`src/rtl/cernbe_bus_arbiter.sv`:
```
// Two-master arbiter in front of one cern-be-vme slave port.
// Round-robin grant, one outstanding access, per-access timeout.
module cernbe_bus_arbiter #(
    parameter int ADDR_WIDTH = 2,
    parameter int DATA_WIDTH = 16,
    parameter int TIMEOUT    = 255
) (
    input  logic                  clk,
    input  logic                  rst_n,
    input  logic [ADDR_WIDTH-1:0] m0_addr_i,
    input  logic [DATA_WIDTH-1:0] m0_wrdata_i,
    input  logic                  m0_rdmem_i,
    input  logic                  m0_wrmem_i,
    output logic [DATA_WIDTH-1:0] m0_rddata_o,
    output logic                  m0_rddone_o,
    output logic                  m0_wrdone_o,
    output logic                  m0_err_o,
    input  logic [ADDR_WIDTH-1:0] m1_addr_i,
    input  logic [DATA_WIDTH-1:0] m1_wrdata_i,
    input  logic                  m1_rdmem_i,
    input  logic                  m1_wrmem_i,
    output logic [DATA_WIDTH-1:0] m1_rddata_o,
    output logic                  m1_rddone_o,
    output logic                  m1_wrdone_o,
    output logic                  m1_err_o,
    output logic [ADDR_WIDTH-1:0] s_addr_o,
    output logic [DATA_WIDTH-1:0] s_wrdata_o,
    output logic                  s_rdmem_o,
    output logic                  s_wrmem_o,
    input  logic [DATA_WIDTH-1:0] s_rddata_i,
    input  logic                  s_rddone_i,
    input  logic                  s_wrdone_i
);

    typedef enum logic [1:0] {
        IDLE  = 2'd0,
        ISSUE = 2'd1,
        WAIT  = 2'd2
    } state_t;

    localparam logic [15:0] TMO_LAST = 16'(TIMEOUT - 1);

    state_t state;
    state_t state_nxt;

    logic [1:0]            rd_strb;
    logic [1:0]            wr_strb;
    logic [ADDR_WIDTH-1:0] in_addr [2];
    logic [DATA_WIDTH-1:0] in_data [2];

    logic [1:0]            pend;
    logic [1:0]            slot_wr;
    logic [ADDR_WIDTH-1:0] slot_addr [2];
    logic [DATA_WIDTH-1:0] slot_data [2];

    logic                  gnt;
    logic                  last_grant;
    logic                  pick;
    logic [15:0]           cnt;
    logic                  cur_wr;
    logic                  done_match;
    logic                  tmo;
    logic                  complete;
    logic                  timed_out;
    logic [1:0]            own_done;

    logic [1:0]            rddone_q;
    logic [1:0]            wrdone_q;
    logic [1:0]            err_q;
    logic [DATA_WIDTH-1:0] rddata_q [2];

    assign rd_strb    = {m1_rdmem_i, m0_rdmem_i};
    assign wr_strb    = {m1_wrmem_i, m0_wrmem_i};
    assign in_addr[0] = m0_addr_i;
    assign in_addr[1] = m1_addr_i;
    assign in_data[0] = m0_wrdata_i;
    assign in_data[1] = m1_wrdata_i;

    assign cur_wr     = slot_wr[gnt];
    assign done_match = cur_wr ? s_wrdone_i : s_rddone_i;
    // cnt counts from the ISSUE cycle, so it equals cycles since the strobe
    assign tmo        = (state == WAIT) && (cnt >= TMO_LAST);
    assign complete   = (state != IDLE) && (done_match || tmo);
    assign timed_out  = complete && !done_match;
    assign own_done   = complete ? (gnt ? 2'b10 : 2'b01) : 2'b00;
    assign pick       = (pend == 2'b11) ? ~last_grant : pend[1];

    always_ff @(posedge clk) begin
        if (!rst_n) begin
            state <= IDLE;
        end else begin
            state <= state_nxt;
        end
    end

    always_comb begin
        state_nxt = state;
        unique case (state)
            IDLE:        if (|pend) state_nxt = ISSUE;
            ISSUE, WAIT: state_nxt = complete ? IDLE : WAIT;
            default:     state_nxt = IDLE;
        endcase
    end

    always_comb begin
        s_rdmem_o  = 1'b0;
        s_wrmem_o  = 1'b0;
        s_addr_o   = '0;
        s_wrdata_o = '0;
        if (state == ISSUE) begin
            s_wrmem_o = cur_wr;
            s_rdmem_o = !cur_wr;
        end
        if (state != IDLE) begin
            s_addr_o   = slot_addr[gnt];
            s_wrdata_o = slot_data[gnt];
        end
    end

    always_ff @(posedge clk) begin
        if (!rst_n) begin
            gnt        <= 1'b0;
            last_grant <= 1'b1;
        end else begin
            if (state == IDLE && |pend) gnt <= pick;
            if (complete) last_grant <= gnt;
        end
    end

    always_ff @(posedge clk) begin
        if (!rst_n) begin
            cnt <= '0;
        end else if (state == IDLE) begin
            cnt <= '0;
        end else begin
            cnt <= cnt + 16'd1;
        end
    end

    // A slot finishing at this edge is free for a new strobe at the same edge
    always_ff @(posedge clk) begin
        if (!rst_n) begin
            pend    <= '0;
            slot_wr <= '0;
            for (int m = 0; m < 2; m++) begin
                slot_addr[m] <= '0;
                slot_data[m] <= '0;
            end
        end else begin
            for (int m = 0; m < 2; m++) begin
                if ((!pend[m] || own_done[m]) &&
                    (rd_strb[m] || wr_strb[m])) begin
                    pend[m]      <= 1'b1;
                    slot_wr[m]   <= wr_strb[m];
                    slot_addr[m] <= in_addr[m];
                    slot_data[m] <= in_data[m];
                end else if (own_done[m]) begin
                    pend[m] <= 1'b0;
                end
            end
        end
    end

    always_ff @(posedge clk) begin
        if (!rst_n) begin
            rddone_q <= '0;
            wrdone_q <= '0;
            err_q    <= '0;
            for (int m = 0; m < 2; m++) begin
                rddata_q[m] <= '0;
            end
        end else begin
            for (int m = 0; m < 2; m++) begin
                rddone_q[m] <= own_done[m] && !cur_wr;
                wrdone_q[m] <= own_done[m] && cur_wr;
                err_q[m]    <= own_done[m] && timed_out;
                if (own_done[m] && !cur_wr) begin
                    rddata_q[m] <= timed_out ? '1 : s_rddata_i;
                end else begin
                    rddata_q[m] <= '0;
                end
            end
        end
    end

    assign m0_rddone_o = rddone_q[0];
    assign m0_wrdone_o = wrdone_q[0];
    assign m0_err_o    = err_q[0];
    assign m0_rddata_o = rddata_q[0];
    assign m1_rddone_o = rddone_q[1];
    assign m1_wrdone_o = wrdone_q[1];
    assign m1_err_o    = err_q[1];
    assign m1_rddata_o = rddata_q[1];

endmodule

```
`config.mk`:
```
export PLATFORM = sky130hd
export DESIGN_NAME = cernbe_bus_arbiter
export DESIGN_NICKNAME = d
export VERILOG_FILES = /design/src/rtl/cernbe_bus_arbiter.sv
export SDC_FILE = /design/constraint.sdc
export NUM_CORES = 1
export LEC_CHECK = 0
export CORE_UTILIZATION = 52
export DETAILED_ROUTE_END_ITERATION = 8
export PLACE_DENSITY = 0.84
export SYNTH_ARGS = -nofsm -noshare
export SYNTH_HDL_FRONTEND = slang
export SYNTH_SLANG_ARGS = --single-unit
```
`constraint.sdc`:
```
create_clock -name clk -period 3.3 [get_ports clk]
set_input_delay 0.495 -clock clk [delete_from_list [all_inputs] [get_ports clk]]
set_output_delay 0.495 -clock clk [all_outputs]
set_load 0.1 [all_outputs]
```
==> impl_metrics.yaml, run 1 <==
die:
  start_util_pct: 54.42
  dieArea_sq_mm: 0.008537
  io_pins: 118
  core_sq_mm: 0.007807
  rows: 32
  chipHeight_um: 92.40
  die_x_um: 92.40
clocking:
  cts_htree_levels: 3
  ctsResizeCount: 0
  cts_hold_repair.buffers: 0
  clk_pin_slew_ns: 0.09
  cts_tree: "done"
  clock_path_buffers: 2
  cts_sinks: 99
  cts_buffers: 9
  root_buffer: "clkbuf_8"
  cts_setup_buffers: 0
  clkLatencyLatePin_ns: 0.36
placement:
  dp_hpwl_um: 6232
  dpl.cell_count: 604
  gp_congestion: 0.7848
  io_buffers: 117
global_route:
  grtUsageTotal_pct: 20.66
  antenna_found_initial: 0
  grt-ovfl-total: 0
  grt_pass1_vias: 2911
  grt_first_pass_wirelength_um: 13810
  grt_max_degree: 38
pwr:
  finalPower_mw: 3.077
  intPower_mw: 1.943
  swShare_pct: 36.86
  p_seq_share_pct: 46.9
  p_sw_mw: 1.134
  p_comb_share_pct: 29.6
  p_leak_nw: 2.197
  power_density_mw_per_mm2: 543.4
  p_clk_share_pct: 23.5
  ir_drop_mv: 0.3702
drt:
  ant_nets: 0
  wl_per_cell_um: 13.94
  via_count: 3121
  drt_iter0_drc: 121
  post_drt_via_cell_ratio: 5.034
  totalWireLength_um: 8640
  first_pass_iters: 4
  drc: 0
finish:
  area_delta_synth_final_pct: 33.27
  drive_above_1_share_pct: 11.39
  final_cells: 620
  multi_input_area_sq_mm: 0.001650
  n_antenna_cell: 0
  regArea_sq_mm: 0.002502
  nets: 579
  fillCellCount: 563
  final_core_util_pct: 72.53
yosys:
  synth_cell_types: 52
  synthTopCellsByCount: "72 x nor2_1, 52 x edfxtp_1, 49 x nand2_1"
  syn_area_per_cell_sq_um: 11.09
  yosys.area.top_type_share_pct: 36.75
  ys_seq_area_share_pct: 58.89
  yosys.area.top_type: "edfxtp_1"
  synth-edff-count: 52
  synth-main-ff-cell: "edfxtp_1"
  synth_area_sq_mm: 0.004249
  ys_ff_latch: 99
  netlist_instances: 383
  synthArstFlopShare_pct: 0
  synth.most_common_cell: "nor2_1"
  synth_warnings: 0
  synthTopCellsByArea: "edfxtp_1 37%, dfxtp_1 22%, nor2_1 6.4%, o21a_1 6.2%, mux2i_1 4.5%"
worst_setup_path:
  rr_worst_depth: 5
  timing.rr.start: "gnt$_SDFFE_PN0P_"
  cp-end-kind: "register"
  cp-start-kind: "register"
  cp.depth: 5
  reg2reg_slack_ns: 0.81
  worstPathMaxFanout: 18
  worstSetupPathType: "register to register"
  crit_family: "multiplexers"
  max_stage_delay_ns: 0.57
  crit_buf_inv: 0
  required_ns: 3.23
  startpoint: "gnt$_SDFFE_PN0P_"
  cpMaxStageDelayCell: "dfxtp_1"
  path_cells: "mux2i_1, mux2i_2, o211ai_2, nand3_1, nand2_1"
  worstPathArrival_ns: 2.42
  crit_end: "slot_data[0][11]$_SDFFCE_PN0P_"
  r2r-end: "slot_data[0][11]$_SDFFCE_PN0P_"
timing:
  setup_violations: 0
  hold_viol_final: 0
  finalCritPeriodShare_pct: 75.48
  worstMarginPinSlew_ns: 1.004
  fin_skew_ns: 0.01038
  finalMaxSlewViolations: 0
  period_needed_ns: 2.491
  fin_tns_setup_ns: 0
  slew_headroom_pct: 32.83
  max_freq_ghz: 0.4015
  rsz0062_at_grt: "false"
outcome:
  status: "complete, no violations"
worst_hold_path:
  hold_path_class: "register to register"
run:
  maxCapViolCount: 0
[layer usage]
metal / share of wire [%] / global-route usage (%) / vias up
met5: 0 / 0 / -
met4: 0.87 / 6.120 / 0
met3: 4.6 / 3.530 / 6
met2: 50 / 35.43 / 85
met1: 44 / 26.75 / 1463
li1: - / - / 1567
[power by group through the flow]
stage | sequential [mW] | clock (mW) | combinational, mW
final | 1.44 | 0.724 | 0.911
after global routing | 1.45 | 0.783 | 0.960
after CTS | 1.44 | 0.731 | 0.911
after detailed placement | 1.47 | 0 | 0.910
after global placement | 1.47 | 0 | 0.897
after floorplan | 1.57 | 0 | 0.588
[final cells by class]
class / count / share of cell area [%]
clock inverter: 7 / 1.038
multi-input combinational: 273 / 29.14
sequential: 99 / 44.19
tap: 102 / 2.254
inverter: 5 / 0.3314
clock buffer: 9 / 2.187
timing repair buffer: 125 / 20.86
[through the flow]
step           area, sq um  worst slack [ns]  hold slack [ns]
2_1_floorplan         4305            0.4312           0.4411
6_report              5663            0.8091           0.4910
5_1_grt               5663            0.6087           0.5190
3_3_place_gp          5480            0.8637           0.4585
3_5_place_dp          5480            0.8219           0.4774
4_1_cts               5663            0.8077           0.4996
[flip-flops by register name (all words and copies together), names as in the netlist, named ones only]
signal      cells
cnt            16
err_q           2
gnt             1
last_grant      1
pend            2
rddata_q       32
rddone_q        2
slot_addr       4
slot_data      32
slot_wr         2
state           2
wrdone_q        2
[layout by cell type (no fill, tap or decap), types with 2 or more instances in the layout]
master           count
a21oi_1              2
and3_1               3
nor4_1               2
clkdlybuf4s50_1     97
o21a_1              35
nor2_1              72
mux2i_1             19
xor2_1              10
ha_1                 6
buf_4               28
and2_1               2
nand2_1             49
o21ai_0              5
nor2b_1              3
nor4b_1              2
inv_1                5
dfxtp_1             47
clkbuf_8             9
inv_8                2
nand2b_1             3
a21boi_0             4
or2_2                2
xnor2_1              2
edfxtp_1            52
nand3_1              7
nand4_1              3
or3_1                2
conb_1              16
[cells by family after synthesis]
group / after synthesis / share of synthesized area, %
AOI/OAI and AO/OA: 56 / 10.63
xor gates and xnor gates: 12 / 2.473
adders and majority gates: 6 / 1.767
buffers and inverters: 26 / 3.592
DFF: 99 / 58.89
muxes: 20 / 4.800
other: 1 / 0.08825
and+or+nand+nor: 163 / 17.76
[how the worst min path moves through the flow]
stage | depth (start not counted) | endpoint | startpoint
floorplan | 1 | cnt[0]$_SDFF_PP0_ | cnt[0]$_SDFF_PP0_
global placement | 1 | cnt[0]$_SDFF_PP0_ | cnt[0]$_SDFF_PP0_
detailed placement | 1 | cnt[0]$_SDFF_PP0_ | cnt[0]$_SDFF_PP0_
CTS | 1 | cnt[0]$_SDFF_PP0_ | cnt[0]$_SDFF_PP0_
global route | 1 | cnt[0]$_SDFF_PP0_ | cnt[0]$_SDFF_PP0_
finish | 1 | cnt[0]$_SDFF_PP0_ | cnt[0]$_SDFF_PP0_
(Power assumes the default switching activity.)
==> inputs of run 2 (changes only) <==
Settings changed: CORE_UTILIZATION 52 to 48, PLACE_DENSITY 0.84 to 0.78.
Clock period 3.3 ns to 2.55 ns, I/O delays scaled along.
==> run 2 against run 1 <==
Net effect:
- combinational power grew 50%
- clock-buffer cell count unchanged
- setup slack worse by 0.53 ns
- maximum frequency grew 9.7%
- final cell count is 0.81% higher
- critical path depth grew 1
- hold slack gained 0.014 ns
- critical endpoint is now rddata_q[0][8]$_SDFFCE_PP0P_
==> impl_metrics.yaml, run 2 (synthesis results as in run 1) <==
die:
  io_pins: 118
  start_util_pct: 50.69
  die_x_um: 96.09
  dieArea_sq_mm: 0.009232
  core_sq_mm: 0.008382
  chipHeight_um: 96.09
  rows: 33
timing:
  hold_viol_final: 0
  slew_headroom_pct: 41.70
  setup_violations: 0
  finalCritPeriodShare_pct: 89.05
  worstMarginPinSlew_ns: 0.8680
  rsz0062_at_grt: "false"
  max_freq_ghz: 0.4404
  fin_skew_ns: 0.02051
  fin_tns_setup_ns: 0
  period_needed_ns: 2.271
  finalMaxSlewViolations: 0
clocking:
  clock_path_buffers: 2
  cts_buffers: 9
  cts_tree: "done"
  cts_htree_levels: 3
  clk_pin_slew_ns: 0.10
  cts_setup_buffers: 0
  cts_sinks: 99
  clkLatencyLatePin_ns: 0.37
  root_buffer: "clkbuf_8"
  cts_hold_repair.buffers: 0
  ctsResizeCount: 0
worst_setup_path:
  cp-start-kind: "register"
  cp-end-kind: "register"
  crit_buf_inv: 2
  worstSetupPathType: "register to register"
  cpMaxStageDelayCell: "nor4_4"
  max_stage_delay_ns: 0.74
  path_cells: "inv_1, ha_1, buf_4, nand2b_1, nor4_4, o21a_1"
  required_ns: 2.78
  worstPathMaxFanout: 29
  crit_family: "simple AND/OR/NAND/NOR gates"
  worstPathArrival_ns: 2.50
outcome:
  status: "complete, no violations"
global_route:
  grt_first_pass_wirelength_um: 14510
  grt-ovfl-total: 0
  grtUsageTotal_pct: 20.89
  grt_max_degree: 49
  grt_pass1_vias: 3063
  antenna_found_initial: 0
finish:
  final_cell_mix: "62 x nor2_1, 59 x clkdlybuf4s50_1, 52 x edfxtp_1, 49 x nand2_1, 48 x buf_4"
  nets: 581
  n_antenna_cell: 0
  final_cell_area_sq_mm: 0.005883
  area_delta_synth_final_pct: 38.46
  reg_top3: "rddata_q: 32 flops, slot_data: 32 flops, cnt: 16 flops"
  layout_commonest_cell: "nor2_1"
  drive_above_1_share_pct: 20.96
placement:
  gp_congestion: 0.7899
  dp_hpwl_um: 6581
  io_buffers: 117
  placed_area_sq_mm: 0.005679
worst_hold_path:
  hold_path_class: "register to register"
pwr:
  power_density_mw_per_mm2: 726.5
  ir_drop_mv: 0.3978
  p_leak_nw: 2.345
drt:
  wl_per_cell_um: 14.69
  drc: 0
  ant_nets: 0
  drt_iter0_drc: 140
  first_pass_iters: 4
  post_drt_via_cell_ratio: 5.059
  via_count: 3162
  totalWireLength_um: 9183
run:
  maxCapViolCount: 0
## run 2: changes by cell type in the layout (fill, tap and decap cells not counted), sizes merged
cell / change
clkinvlp: -1
clkinv: -1
clkdlybuf4s50: -38
buf: +40
inv: +1
bufinv: +1
## run 2: worst register-to-register path: cells and delay by family, from the launching register on
kind                       cells  cell delay, ns
buffers and inverters          2            0.33
adders and majority gates      1            0.21
DFF                            1            0.40
AOI/OAI and AO/OA              1            0.23
and+or+nand+nor                2            0.98
## run 2: cell type report
class / count / area (sq um)
Sequential cell: 99 / 2502
Fill cell: 613 / 2499
Multi-Input combinational cell: 273 / 1675
Timing Repair Buffer: 127 / 1351
Tap cell: 105 / 131.4
Clock buffer: 9 / 123.9
Clock inverter: 7 / 80.08
Inverter: 5 / 18.77
## run 2: path summary, 6_finish.rpt
kind / startpoint / to / slack (ns) / cells past startpoint
worst min register to register: cnt[0]$_SDFF_PP0_ / cnt[0]$_SDFF_PP0_ / 0.51 / 1
worst max-delay path: state[0]$_SDFFE_PN0P_ / rddata_q[0][8]$_SDFFCE_PP0P_ / 0.28 / 6
worst min-delay path: cnt[0]$_SDFF_PP0_ / cnt[0]$_SDFF_PP0_ / 0.51 / 1
worst max register to register: state[0]$_SDFFE_PN0P_ / rddata_q[0][8]$_SDFFCE_PP0P_ / 0.28 / 6
## run 2: metrics by stage
stage                     setup slack [ns]  hold WS [ns]  total power, mW  instances  util (%)
final                               0.2791        0.5050            4.274        625     70.19
after CTS                           0.2616        0.5155            4.295        625     70.19
after floorplan                   -0.08311        0.4411            2.813        398         -
after global placement              0.3783        0.4606            3.244        609     67.76
after global routing               0.07459        0.5360            4.444        625     70.19
after detailed placement            0.2723        0.4926            3.268        609     67.76
## run 2: power by group
group / total [mW] / internal (mW) / leakage, nW / switching (mW)
combinational: 1.37 / 0.467 / 1.30 / 0.903
clock: 1.04 / 0.471 / 0.107 / 0.571
sequential: 1.86 / 1.81 / 0.936 / 0.0515
total: 4.27 / 2.75 / 2.34 / 1.53
## run 2: per-layer routing
| metal | global-route usage (%) | up-vias | share of wire, % | wire length [um] |
|---|---|---|---|---|
| met1 | 26.59 | 1502 | 43 | 3969 |
| li1 | - | 1565 | - | - |
| met3 | 3.397 | 13 | 4.8 | 440 |
| met5 | 0 | - | 0 | 0 |
| met2 | 35.34 | 82 | 50 | 4602 |
| met4 | 8.458 | 0 | 1.9 | 171 |
==> inputs of run 3 (changes only) <==
Settings changed: CORE_UTILIZATION 48 to 52, CTS_CLUSTER_SIZE from default to 30, PLACE_DENSITY 0.78 to 0.84.
Clock period 2.55 ns to 2.9 ns, I/O delays scaled along.
==> run 3 against run 2 <==
Net effect:
- maximum frequency fell by 8.2%
- combinational power decreased by 23%
- final area down 4.1%
- first-iteration DRC count up 6.4%
- clock skew down 0.0092 ns
- critical path depth decreased by 1
- final cell count decreased by 0.64%
- non-clock buffer count down 1
- total power shrank 16%
- routed wire length down 0.42%
- via count up 1.1%
- sequential share of layout area grew 1.8 points
==> impl_metrics.yaml, run 3 (synthesis results as in run 1) <==
outcome:
  status: "complete, no violations"
global_route:
  grt-ovfl-total: 0
  grt_max_degree: 37
  grtUsageTotal_pct: 22.60
  grt_first_pass_wirelength_um: 14810
  antenna_found_initial: 0
  grt_pass1_vias: 3114
worst_setup_path:
  path_cells: "mux2i_1, mux2i_2, o211ai_2, nand3_1, nand2_1"
  cp-start-kind: "register"
  required_ns: 2.83
  cpMaxStageDelayCell: "dfxtp_1"
  worstPathMaxFanout: 18
  rr_worst_depth: 5
  worstSetupPathType: "register to register"
  max_stage_delay_ns: 0.54
  worstPathArrival_ns: 2.40
  cp-end-kind: "register"
finish:
  fillCellCount: 558
  n_antenna_cell: 0
  layout_commonest_cell: "nor2_1"
  drive_above_1_share_pct: 18.88
  reg_top3: "rddata_q: 32 flops, slot_data: 32 flops, cnt: 16 flops"
  nets: 580
  regArea_sq_mm: 0.002502
  final_cell_mix: "72 x nor2_1, 64 x buf_4, 59 x clkdlybuf4s50_1, 52 x edfxtp_1, 49 x nand2_1"
  multi_input_area_sq_mm: 0.001650
  area_delta_synth_final_pct: 32.83
drt:
  first_pass_iters: 4
  post_drt_via_cell_ratio: 5.147
  drc: 0
  via_count: 3196
  ant_nets: 0
  totalWireLength_um: 9144
  drt_iter0_drc: 149
  wl_per_cell_um: 14.72
die:
  start_util_pct: 54.42
  io_pins: 118
  die_x_um: 92.40
  chipHeight_um: 92.40
  core_sq_mm: 0.007807
  rows: 32
  dieArea_sq_mm: 0.008537
timing:
  fin_skew_ns: 0.01126
  finalCritPeriodShare_pct: 85.33
  setup_violations: 0
  max_freq_ghz: 0.4041
  period_needed_ns: 2.475
  setup_ws_ns: 0.4255
  fin_tns_setup_ns: 0
  finalMaxSlewViolations: 0
  hold_viol_final: 0
  slew_headroom_pct: 48.55
  worstMarginPinSlew_ns: 0.7699
  rsz0062_at_grt: "false"
placement:
  gp_congestion: 0.8136
  io_buffers: 117
  dp_slack_ns: 0.4057
  dp_hpwl_um: 6519
clocking:
  root_buffer: "clkbuf_8"
  cts_tree: "done"
  cts_htree_levels: 3
  cts_buffers: 9
  clkLatencyLatePin_ns: 0.36
  cts_hold_repair.buffers: 0
  clock_path_buffers: 2
  ctsResizeCount: 0
  clk_pin_slew_ns: 0.10
  cts_sinks: 99
  cts_setup_buffers: 0
pwr:
  p_leak_nw: 2.285
  swShare_pct: 36.54
  p_seq_share_pct: 45.7
  p_clk_share_pct: 25.0
  ir_drop_mv: 0.3605
  p_comb_share_pct: 29.4
  power_density_mw_per_mm2: 637.8
  intPower_mw: 2.284
  p_sw_mw: 1.315
worst_hold_path:
  holdPathStages: 1
  hold_path_class: "register to register"
run:
  maxCapViolCount: 0
run 3: changes by cell type in the layout (fill, tap and decap cells not counted), sizes merged:
cell / before / now
clkinvlp: 0 / 2
bufinv: 1 / 0
clkbuf: 9 / 10
buf: 68 / 67
inv: 10 / 8
run 3: power by group through the flow:
| stage | clock [mW] | sequential (mW) | combinational, mW |
|---|---|---|---|
| floorplan | 0 | 1.79 | 0.669 |
| global placement | 0 | 1.67 | 1.04 |
| detailed placement | 0 | 1.68 | 1.06 |
| CTS | 0.924 | 1.64 | 1.06 |
| global route | 0.979 | 1.66 | 1.12 |
| finish | 0.899 | 1.64 | 1.06 |
run 3: critical path: cells and delay by family, from the launching register on:
| family | cells | cell delay (ns) |
|---|---|---|
| multiplexers | 2 | 0.72 |
| AND/OR/NAND/NOR | 2 | 0.57 |
| AO/OA/AOI/OAI | 1 | 0.20 |
| flip-flops | 1 | 0.54 |
run 3: final timing paths:
check,endpoint,startpoint,slack [ns]
min,cnt[0]$_SDFF_PP0_,cnt[0]$_SDFF_PP0_,0.49
max,slot_data[0][7]$_SDFFCE_PN0P_,gnt$_SDFFE_PN0P_,0.43
min reg2reg,cnt[0]$_SDFF_PP0_,cnt[0]$_SDFF_PP0_,0.49
max reg2reg,slot_data[0][7]$_SDFFCE_PN0P_,gnt$_SDFFE_PN0P_,0.43
run 3: stage by stage:
step / hold slack [ns] / instances / utilization [%] / area, sq um / total power [mW]
global placement: 0.4596 / 605 / 69.55 / 5430 / 2.711
global route: 0.5309 / 621 / 72.29 / 5644 / 3.752
floorplan: 0.4411 / 398 / - / 4305 / 2.455
detailed placement: 0.4690 / 605 / 69.55 / 5430 / 2.731
finish: 0.4883 / 621 / 72.29 / 5644 / 3.600
CTS: 0.4958 / 621 / 72.29 / 5644 / 3.627
run 3: final cells by class:
type / instances / area share, %
clock buffers: 10 / 2.638
clock inverters: 6 / 1.153
inverters: 5 / 0.3325
multi-input cells: 273 / 29.24
flip-flops and latches: 99 / 44.34
well taps: 102 / 2.261
repair buffers: 126 / 20.04
run 3: per-layer routing:
| layer | global-route usage, % | wire (um) | vias to the layer above | part of all wire, % |
|---|---|---|---|---|
| li1 | - | - | 1570 | - |
| met1 | 28.03 | 3768 | 1490 | 41 |
| met2 | 37.65 | 4620 | 114 | 51 |
| met3 | 4.598 | 514 | 22 | 5.6 |
| met4 | 10.94 | 242 | 0 | 2.6 |
| met5 | 0 | 0 | - | 0 |
